===== src/rtl/eth_status_event_counter.sv =====
// Multi-channel toggle-event counter: synchronises toggle-encoded events from
// foreign domains, counts them per channel and exposes a snapshot read port.
module eth_status_event_counter #(
  parameter int CHANNELS    = 4,
  parameter int SYNC_STAGES = 3,
  parameter int COUNT_WIDTH = 16,
  parameter bit SATURATE    = 1'b1,
  localparam int SEL_W      = (CHANNELS > 1) ? $clog2(CHANNELS) : 1
) (
  input  logic                   logic_clk,
  input  logic                   logic_rst_n,
  input  logic [CHANNELS-1:0]    evt_toggle,
  output logic [CHANNELS-1:0]    evt_pulse,
  input  logic                   snap_req,
  input  logic                   snap_clear,
  output logic                   snap_valid,
  input  logic [SEL_W-1:0]       rd_sel,
  output logic [COUNT_WIDTH-1:0] rd_data,
  output logic                   rd_ovf,
  output logic                   ready
);

  typedef enum logic {PRIME, RUN} state_t;

  localparam int PC_W = $clog2(SYNC_STAGES + 2);
  localparam logic [PC_W-1:0] PRIME_LAST = PC_W'(SYNC_STAGES);

  state_t          state_q, state_d;
  logic [PC_W-1:0] prime_cnt;
  logic            run;

  (* ASYNC_REG = "TRUE", shreg_extract = "no" *) logic [CHANNELS-1:0] sync_p [SYNC_STAGES];
  (* ASYNC_REG = "TRUE", shreg_extract = "no" *) logic [CHANNELS-1:0] edge_p;
  logic [CHANNELS-1:0] detect;

  logic [COUNT_WIDTH-1:0] live_cnt [CHANNELS];
  logic [COUNT_WIDTH-1:0] snap_cnt [CHANNELS];
  logic [CHANNELS-1:0]    live_ovf;
  logic [CHANNELS-1:0]    snap_ovf;
  logic [COUNT_WIDTH-1:0] rd_cnt_mux;
  logic                   rd_ovf_mux;

  function automatic logic [COUNT_WIDTH-1:0] bump(input logic [COUNT_WIDTH-1:0] cnt);
    if (&cnt) return SATURATE ? cnt : '0;
    return cnt + 1'b1;
  endfunction

  assign run   = (state_q == RUN);
  assign ready = run;

  // Priming FSM: lets the synchroniser settle before events are trusted
  always_ff @(posedge logic_clk or negedge logic_rst_n) begin
    if (!logic_rst_n) begin
      state_q   <= PRIME;
      prime_cnt <= '0;
    end else begin
      state_q <= state_d;
      if (state_q == PRIME) prime_cnt <= prime_cnt + 1'b1;
    end
  end

  always_comb begin
    state_d = state_q;
    if (state_q == PRIME && prime_cnt == PRIME_LAST) state_d = RUN;
  end

  // Synchroniser chain, edge-detect flop and registered pulse
  assign detect = sync_p[SYNC_STAGES-1] ^ edge_p;

  always_ff @(posedge logic_clk or negedge logic_rst_n) begin
    if (!logic_rst_n) begin
      for (int i = 0; i < SYNC_STAGES; i++) sync_p[i] <= '0;
      edge_p    <= '0;
      evt_pulse <= '0;
    end else begin
      sync_p[0] <= evt_toggle;
      for (int i = 1; i < SYNC_STAGES; i++) sync_p[i] <= sync_p[i-1];
      edge_p    <= sync_p[SYNC_STAGES-1];
      evt_pulse <= run ? detect : '0;
    end
  end

  // Live counters and snapshot capture; a clearing capture keeps a coincident event
  always_ff @(posedge logic_clk or negedge logic_rst_n) begin
    if (!logic_rst_n) begin
      for (int c = 0; c < CHANNELS; c++) begin
        live_cnt[c] <= '0;
        snap_cnt[c] <= '0;
      end
      live_ovf   <= '0;
      snap_ovf   <= '0;
      snap_valid <= 1'b0;
    end else begin
      if (snap_req) snap_valid <= 1'b1;
      for (int c = 0; c < CHANNELS; c++) begin
        if (snap_req) begin
          snap_cnt[c] <= live_cnt[c];
          snap_ovf[c] <= live_ovf[c];
        end
        if (snap_req && snap_clear) begin
          live_cnt[c] <= COUNT_WIDTH'(evt_pulse[c]);
          live_ovf[c] <= 1'b0;
        end else if (evt_pulse[c]) begin
          live_cnt[c] <= bump(live_cnt[c]);
          if (&live_cnt[c]) live_ovf[c] <= 1'b1;
        end
      end
    end
  end

  // Read port: out-of-range selects fall through to zero
  always_comb begin
    rd_cnt_mux = '0;
    rd_ovf_mux = 1'b0;
    for (int c = 0; c < CHANNELS; c++) begin
      if (rd_sel == SEL_W'(c)) begin
        rd_cnt_mux = snap_cnt[c];
        rd_ovf_mux = snap_ovf[c];
      end
    end
  end

  always_ff @(posedge logic_clk or negedge logic_rst_n) begin
    if (!logic_rst_n) begin
      rd_data <= '0;
      rd_ovf  <= 1'b0;
    end else begin
      rd_data <= rd_cnt_mux;
      rd_ovf  <= rd_ovf_mux;
    end
  end

endmodule


===== config.mk =====
export PLATFORM = sky130hd
export DESIGN_NAME = eth_status_event_counter
export DESIGN_NICKNAME = d
export VERILOG_FILES = /design/src/rtl/eth_status_event_counter.sv
export SDC_FILE = /design/constraint.sdc
export NUM_CORES = 1
export LEC_CHECK = 0
export ABC_AREA = 1
export CORE_MARGIN = 4
export CORE_UTILIZATION = 57
export DETAILED_ROUTE_END_ITERATION = 10
export GPL_TIMING_DRIVEN = 0
export PLACE_DENSITY = 0.75
export SKIP_LAST_GASP = 1
export SLEW_MARGIN = 10
export SYNTH_ARGS = -nofsm -noshare
export SYNTH_HDL_FRONTEND = slang
export SYNTH_SLANG_ARGS = --single-unit

===== constraint.sdc =====
create_clock -name logic_clk -period 4.01 [get_ports logic_clk]
set_input_delay 0.401 -clock logic_clk [delete_from_list [all_inputs] [get_ports logic_clk]]
set_output_delay 0.401 -clock logic_clk [all_outputs]
set_load 0.05 [all_outputs]

==> results of run 1 <==
[report_power, final]
part	switching (mW)	internal, mW
Combinational	0.383	0.191
Clock	0.805	0.837
Sequential	0.134	1.94
Total	1.32	2.96
[state kept, by name, indices dropped and copies added, names as in the netlist]
signal and count:
live_cnt 64, snap_cnt 64, rd_data 16, sync_p 12, edge_p 4, evt_pulse 4, live_ovf 4, snap_ovf 4
prime_cnt 3, rd_ovf 1, ready 1, snap_valid 1
[cells by family after synthesis]
family          synth area share
buf+inv                  0.07305
compound gates            0.1298
fa+ha+maj               0.008749
xor+xnor                 0.01021
simple gates              0.2578
flops                     0.5191
mux                     0.001312
[cell type report]
type	instances	area (sq um)	share of cell area
plain buffers	36	221.5	0.02270
flip-flops and latches	178	4454	0.4566
clock inverters	15	166.4	0.01706
inverters	108	405.4	0.04155
repair buffers	33	352.8	0.03617
well taps	184	230.2	0.02360
clock buffers	17	425.4	0.04361
multi-input cells	719	3500	0.3587
[metal layers]
layer / up-vias / GRT usage / wire length [microns]
met5: - / 0 / 0
met4: 0 / 0.09800 / 573
met3: 49 / 0.05488 / 1361
met2: 263 / 0.4326 / 10140
met1: 3379 / 0.3714 / 9357
li1: 3476 / - / -
[per-stage QoR]
step	cell area [sq um]	util	power, mW
6_report	9756	0.6662	4.286
5_1_grt	9756	0.6662	4.463
4_1_cts	9756	0.6662	4.298
3_5_place_dp	9154	0.6251	2.663
3_3_place_gp	9121	0.6229	2.650
2_1_floorplan	8581	-	2.447
[layout by cell type (no fill, tap or decap), types with 22 or more instances in the layout]
cell             netlist  final
nor2_1                82     82
o21ai_0              104    104
clkbuf_1              22     22
inv_1                104    104
dfrtp_1              178    178
nand3_1               57     57
clkdlybuf4s50_1        0     30
a21oi_1               25     25
nand2_1              304    304
[path summary, 6_finish.rpt]
path	cells past startpoint	to	start
worst max-delay path	1	evt_pulse[1]	evt_pulse[1]
worst min-delay path	0	sync_p[7]	sync_p[11]
min in group asynchronous	2	live_cnt[39]	logic_rst_n
worst max register to register	10	live_cnt[10]	live_cnt[0]
worst min register to register	0	sync_p[7]	sync_p[11]
max in group asynchronous	3	live_cnt[35]	logic_rst_n
[what timing repair did]
action                    4_1_cts  5_1_grt
buffers inserted                0        0
hold buffers                    1        0
hold endpoints to repair       83        0
==> flow_summary_export.csv, run 1 <==
group,metric,value,unit
sta,relSlewSlack,0.3921,
logic_synthesis,synth_ff_type,"dfrtp_1",
layout,fillerInstances,1241,
sta,whs,0.3502,ns
sta,finalClockSkew,0.008788,ns
global_routing,overflow,0,
critical_path,path_cells,"clkdlybuf4s50_1",
outcome,status,"complete, no violations",
layout,drive_gt1_frac,0.09946,
clock_network,tritoncts,"done",
route,drcViolationCount,0,
logic_synthesis,synth_top_area_frac,0.5191,
power_and_ir_drop,power_leakage,4.397,nW
sta,setup_viol,0,
placed_design,globalplace.congestion,0.9032,
logic_synthesis,ys_ff_latch,178,
sta,finalHoldViolCount,0,
sta,period_share,0.5409,
critical_path,worstSetupPathType,"flop to output pin",
critical_path,crit_path_end_kind,"output pin",
die,io_pins,33,
logic_synthesis,synth_edf_count,0,
sta,tightest_slew,0.9119,ns
logic_synthesis,yosysUniqueCellTypes,36,
sta,finalCriticalPeriod,2.169,ns
logic_synthesis,syn_avg_cell_area,8.243,sq um
clock_network,numCtsBuffers,17,
route,vias,7167,
sta,rsz0062_at_grt,"false",
sta,fmax,0.4610,GHz
critical_path,cp.arrival,1.77,ns
layout,stdcell_count,1290,
route,drt_wl_total,21430,microns
die,coreArea,0.01464,sq mm
clock_network,cts_max_level,4,
critical_path,worst_path_largest_cell_delay,0.86,ns
sta,tns,0,ns
critical_path,r2r_setup_slack,2.12,ns
logic_synthesis,syn-num-nets,1057,
placed_design,dp_cells,1257,
logic_synthesis,synth.area.top_cells,"dfrtp_1, nand2_1, o21ai_0",
sta,drv_slew,0,
global_routing,grt_pass1_wl,35690,microns
route,firstDrtPassIters,5,
layout,diodes,0,
placed_design,portBuffers,31,
route,viasPerCell,5.556,
clock_network,cts_resized,0,
worst_hold_path,min_path_type,"flop to flop",
logic_synthesis,yosysSeqAreaShare,0.5191,
critical_path,cpMaxStageDelayCell,"clkdlybuf4s50_1",
layout,area_delta_synth_final,13.69,%
die,rows,44,
critical_path,crit_family,"buffers and inverters",
power_and_ir_drop,peakVddDrop,0.0003346,V
clock_network,cts-root-buf,"clkbuf_16",
logic_synthesis,async_flop_share,1.000,
layout,nets,1109,
logic_synthesis,post-synth-top-count-cell,"nand2_1",
global_routing,antenna_found_initial,0,
job,maxCapViolations,0,
placed_design,hpwl,15220,microns
global_routing,grt_pass1_vias,6863,
logic_synthesis,synth_top_cell_by_area,"dfrtp_1",
logic_synthesis,syn_inst,1041,
clock_network,cts_max_path_buffers,2,
global_routing,track_usage,0.2711,
global_routing,grt_max_degree,96,
die,die_area,0.01708,sq mm
die,die_h,130.7,microns
die,die_x,130.7,microns
critical_path,critPathRequiredTime,3.61,ns
placed_design,place_ws,1.721,ns
clock_network,worstSkewPairLatency,0.44,ns
logic_synthesis,yosysWarnings,0,
clock_network,cts.sinks,178,
logic_synthesis,syn_area,0.008581,sq mm
power_and_ir_drop,p_per_area,439.4,mW/mm^2
route,wl_per_cell,16.61,microns
critical_path,start_kind,"flop",
critical_path,worst-path-max-fanout,3,
logic_synthesis,synth_common_cells,"nand2_1, dfrtp_1, inv_1, o21ai_0, nor2_1",
clock_network,clkTransAtPathRegs,0.08,ns
critical_path,crit_buf_inv,1,
die,initial_core_util,0.5860,
route,antenna_left,0,
sta,setup_ws,1.841,ns
route,drt_iter0_markers,624,
Power figures use the tool's default switching activity.
==> run 2, diff against run 1 <==
clock period = 2.1 ns   (was 4.01 ns; I/O delays follow)
==> results of run 2 <==
The final DEF is identical to that of run 1. Status: complete, no violations.
Among the figures that moved: setup slack after placement 1.721 ns -> 0.002058 ns; setup slack after layout 1.841 ns -> 0.1218 ns; hold slack 0.3502 ns -> 0.1968 ns; register-to-register setup slack 2.12 ns -> 0.21 ns; end point of the worst hold path sync_p[7] -> sync_p[11]; total power 4.286 mW -> 8.185 mW; worst IR drop on VDD 0.0003346 V -> 0.0006390 V
==> run 3, diff against run 2 <==
SETUP_SLACK_MARGIN = 0.2   (was default)
==> run 3 against run 2 <==
Clock-buffer cell count did not move. Clock power barely moved. Largest cell class unchanged. Utilization rose by 0.15 points. Fmax rose by 9.0%. Register-to-register slack improved by 0.10 ns. Via count rose by 0.32%.
==> flow_summary_export.csv, run 3 (same netlist as run 1, synthesis figures left out) <==
group,metric,value,unit
power_and_ir_drop,switching_share,0.3087,
critical_path,worst_path_largest_cell_delay,0.81,ns
die,rows,44,
route,viasPerCell,5.565,
critical_path,worst-path-max-fanout,2,
placed_design,dpl_cell_area,0.009154,sq mm
sta,setup_viol,0,
layout,fillerInstances,1234,
clock_network,cts-root-buf,"clkbuf_16",
die,initial_core_util,0.5860,
global_routing,grtUsageMet1,0.3714,
layout,reg_top3,"live_cnt: 64 flops, snap_cnt: 64 flops, rd_data: 16 flops",
route,firstDrtPassIters,5,
critical_path,cpMaxStageDelayCell,"clkdlybuf4s50_1",
route,drcViolationCount,0,
die,io_pins,33,
global_routing,antenna_found_initial,0,
layout,diodes,0,
power_and_ir_drop,combPwrFrac,0.137,
clock_network,cts.sinks,178,
power_and_ir_drop,internal-power,5.675,mW
sta,fmax,0.5509,GHz
outcome,status,"complete, no violations",
layout,area_delta_synth_final,13.94,%
placed_design,hpwl,15220,microns
global_routing,overflow,0,
power_and_ir_drop,peakVddDrop,0.0006771,V
layout,stdcell_count,1292,
die,die_x,130.7,microns
global_routing,grt_busiest_layer,"met2",
power_and_ir_drop,pwr-share-seq,0.481,
placed_design,dp_cells,1257,
sta,drv_slew,0,
route,antenna_left,0,
placed_design,place_ws,0.002058,ns
sta,finalClockSkew,0.01014,ns
clock_network,numCtsBuffers,17,
global_routing,grt_util_met3,0.05488,
sta,period_share,0.8643,
critical_path,start_kind,"flop",
sta,tightest_slew,0.8862,ns
layout,most-common-layout-cells,"nand2_1, dfrtp_1, o21ai_0",
sta,setup_ws,0.2849,ns
layout,fin_area,0.009777,sq mm
die,coreArea,0.01464,sq mm
clock_network,worstSkewPairLatency,0.44,ns
global_routing,grt_pass1_vias,6863,
job,maxCapViolations,0,
power_and_ir_drop,power_frac_clock,0.382,
sta,finalHoldViolCount,0,
critical_path,path_cells,"clkdlybuf4s50_1",
sta,finalCriticalPeriod,1.815,ns
critical_path,crit_family,"buffers and inverters",
clock_network,cts_max_level,4,
sta,tns,0,ns
route,drt_iter0_markers,688,
route,wl_per_cell,16.65,microns
global_routing,grt_max_degree,96,
route,vias,7190,
route,drt_wl_total,21520,microns
clock_network,cts_max_path_buffers,2,
critical_path,crit_buf_inv,1,
critical_path,crit_path_end_kind,"output pin",
layout,nets,1111,
global_routing,grt_pass1_wl,35690,microns
placed_design,portBuffers,31,
critical_path,critPathRequiredTime,1.89,ns
global_routing,grt_use_met2,0.4326,
die,die_area,0.01708,sq mm
layout,drive_gt1_frac,0.1038,
power_and_ir_drop,p_per_area,839.6,mW/mm^2
critical_path,worstSetupPathType,"flop to output pin",
sta,rsz0062_at_grt,"true",
clock_network,tritoncts,"done",
worst_hold_path,min_path_type,"primary input to flop",
power_and_ir_drop,power_leakage,4.413,nW
die,die_h,130.7,microns
power_and_ir_drop,switching_power,2.534,mW
layout,post-route-util,0.6676,
global_routing,track_usage,0.2711,
clock_network,clkTransAtPathRegs,0.08,ns
placed_design,globalplace.congestion,0.9032,
layout,final_common_cell,"nand2_1",
critical_path,cp.arrival,1.61,ns
sta,relSlewSlack,0.4092,
-- run 3: final cells by class --
cell class	count	area (sq um)	share of cell area
plain buffers	36	221.5	0.02265
clock buffers	17	425.4	0.04351
clock inverters	15	166.4	0.01702
inverters	108	405.4	0.04146
multi-input cells	719	3505	0.3585
flip-flops and latches	178	4457	0.4558
well taps	184	230.2	0.02355
repair buffers	35	366.6	0.03750
-- run 3: worst paths after layout --
path                                     from      endpoint  slack [ns]  cells after the start
worst max-delay path                    ready         ready        0.28                      1
worst min-delay path            evt_toggle[3]    sync_p[11]        0.20                      1
worst max register to register    live_cnt[0]  live_cnt[10]        0.31                     10
worst min register to register     sync_p[11]     sync_p[7]        0.35                      0
max in group asynchronous         logic_rst_n  live_cnt[15]        0.89                      3
min in group asynchronous         logic_rst_n  live_cnt[39]        0.33                      2
-- run 3: layer usage --
| metal | vias to the layer above | part of all wire |
|---|---|---|
| li1 | 3484 | - |
| met1 | 3423 | 0.44 |
| met2 | 233 | 0.48 |
| met3 | 50 | 0.057 |
| met4 | 0 | 0.028 |
| met5 | - | 0 |
-- run 3: power groups by stage --
stage | Sequential, mW | Clock [mW] | Combinational, mW
after floorplan | 4.04 | 0 | 0.629
after global placement | 4.01 | 0 | 1.05
after detailed placement | 4.01 | 0 | 1.08
after CTS | 3.94 | 3.16 | 1.10
after global routing | 3.98 | 3.32 | 1.25
final | 3.95 | 3.14 | 1.12
-- run 3: repair_timing --
action / in CTS / in global routing
resized for setup: 3 / 5
setup endpoints to repair: 3 / 35
hold buffers: 1 / 0
buffers inserted: 0 / 2
endpoints found under the hold margin: 83 / 0
-- run 3: metrics by stage --
stage / hold WS (ns) / total power [mW]
floorplan: -0.08559 / 4.673
global placement: 0.3338 / 5.059
detailed placement: 0.2340 / 5.084
CTS: 0.1928 / 8.205
global route: 0.1974 / 8.549
finish: 0.1987 / 8.209
==> variant: new RTL, config.mk and constraints of run 2 <==
The parameter `SATURATE` goes from 1'b1 to 1'b0.
--- a/src/rtl/eth_status_event_counter.sv
+++ b/src/rtl/eth_status_event_counter.sv
@@ -4,7 +4,7 @@
   parameter int CHANNELS    = 4,
   parameter int SYNC_STAGES = 3,
   parameter int COUNT_WIDTH = 16,
-  parameter bit SATURATE    = 1'b1,
+  parameter bit SATURATE    = 1'b0,
   localparam int SEL_W      = (CHANNELS > 1) ? $clog2(CHANNELS) : 1
 ) (
   input  logic                   logic_clk,
Formal check against the unedited RTL: no difference found for any inputs over 10 cycles, from zero or initial values and one cycle with logic_rst_n low; that may be too few to reach the edited logic, so the function may still have changed.
==> variant against run 2 <==
Clock power fell by 4%. Design area fell by 5.0%. Worst setup slack better by 0.010 ns. Final cell count down 6.1%. Area after synthesis decreased by 5.2%. Routed wire length is 11% lower. Hold slack worse by 0.045 ns. Sequential cell count did not move. Power shrank 4.0%. Maximum frequency increased by 0.53%. Highest routed layer unchanged.
==> variant: results (changes against run 2) <==
| Metric | Value |
|---|---|
| GP Congestion | `0.899 (-0.44%)` |
| Post-synth top cells | `nand2_1 (262), dfrtp_1 (178), inv_1 (114), o21ai_0 (111), nor2_1 (98)` |
| VDD IR-drop max | `0.000633 V (-1.0%)` |
| DP Cell Count | `1,179 (-6.2%)` |
| CTS resizes | `0 (unchanged)` |
| Mapped Nets | `983 (-7.0%)` |
| Share of cells above drive strength 1 | `7.86% (-2.1 points)` |
| CP Max Fanout | `6 (+3)` |
| Fin nets | `1,035 (-6.7%)` |
| Area contributors post-synth | `dfrtp_1 (55%), nand2_1 (12%), o21ai_0 (6.8%)` |
| Via-to-Cell Ratio | `5.43 (-2.2%)` |
| Status | `finished, final reports clean` |
| Final Skew | `0.00947 ns (+0.000686 ns)` |
| Largest net degree at the start of global routing | `97 (+1.0%)` |
| Dpl ws | `0.175 ns (+0.173 ns)` |
| Synth top area share | `54.8% (+2.9 points)` |
| Leakage | `4.22 nW (-4.1%)` |
| Diodes inserted | `0 (unchanged)` |
| Hold path startpoint | `snap_req` |
| Clock buffer depth | `2 (unchanged)` |
| Initial DRC Count | `520 (-17%)` |
| Final WL | `19.0 mm (-11%)` |
| Cells after synthesis | `967 (-7.1%)` |
| Gr usage total | `24.9% (-2.2 points)` |
| Worst path max stage delay | `around 0.85 ns` |
| Post-CTS Hold Fix Bufs | `1 (unchanged)` |
| Delay-heaviest family, CP | `buffers and inverters` |
| Inserted Clock Buffers | `17 (unchanged)` |
| Via Count | `6,579 (-8.2%)` |
| First-pass GRT wire length | `31.8 mm (-11%)` |
| Vias in the first global route | `6,389 (-6.9%)` |
| Dpl cell area | `0.00870 mm2 (-5.0%)` |
| Reg2reg start | `live_cnt[32]` |
| Least-Margin Pin Slew | `0.616 ns (-0.296 ns)` |
| DPL Wire Length | `13.6 mm (-11%)` |
| Register area share after synthesis | `54.8% (+2.9 points)` |
==> variant: area by class of cell <==
type,count,area (um2)
Buffer,26,160
Clock buffer,19,443
Clock inverter,12,113
Fill cell,1156,4670
Inverter,121,459
Multi-Input combinational cell,642,3060
Sequential cell,178,4450
Tap cell,180,225
Timing Repair Buffer,33,353
==> variant: worst paths after layout <==
kind	to	slack (ns)	depth (start not counted)
min	snap_cnt[31]	0.15	3
max	evt_pulse[1]	0.13	1
max reg2reg	live_cnt[35]	0.35	6
max in group asynchronous	live_cnt[51]	0.86	3
min in group asynchronous	live_cnt[43]	0.36	2
min reg2reg	sync_p[5]	0.35	0
==> variant: power breakdown <==
group,switching [mW],leakage (nW),internal [mW]
logic,0.623,1.57,0.304
registers,0.242,2.38,3.69
clock network,1.34,0.269,1.66
total,2.21,4.22,5.65
==> variant: routing by layer <==
metal  GRT usage [%]  up-vias  wire [um]
li1                -     3180          -
met1            34.1     3150       8470
met2            39.6      212       9010
met3            4.97       37       1080
met4            9.34        0        470
met5               0        -          0
==> variant: cells by family (layout without fill, tap and decap cells) <==
| family | after synthesis | count (layout) | share of synthesized area, % |
|---|---|---|---|
| buffers and inverters | 147 | 211 | 7.62 |
| AOI/OAI and AO/OA | 172 | 172 | 11.2 |
| and+or+nand+nor | 443 | 443 | 23.2 |
| adders and majority gates | 6 | 6 | 0.923 |
| muxes | 1 | 1 | 0.138 |
| xor gates and xnor gates | 20 | 20 | 2.15 |
| DFF | 178 | 178 | 54.8 |
==> variant: through the flow <==
stage	hold WS (ns)	setup TNS [ns]
after floorplan	-0.0856	0
final	0.152	0
after global routing	0.185	0
after CTS	0.148	0
after global placement	0.332	-1131.44
after detailed placement	0.253	0
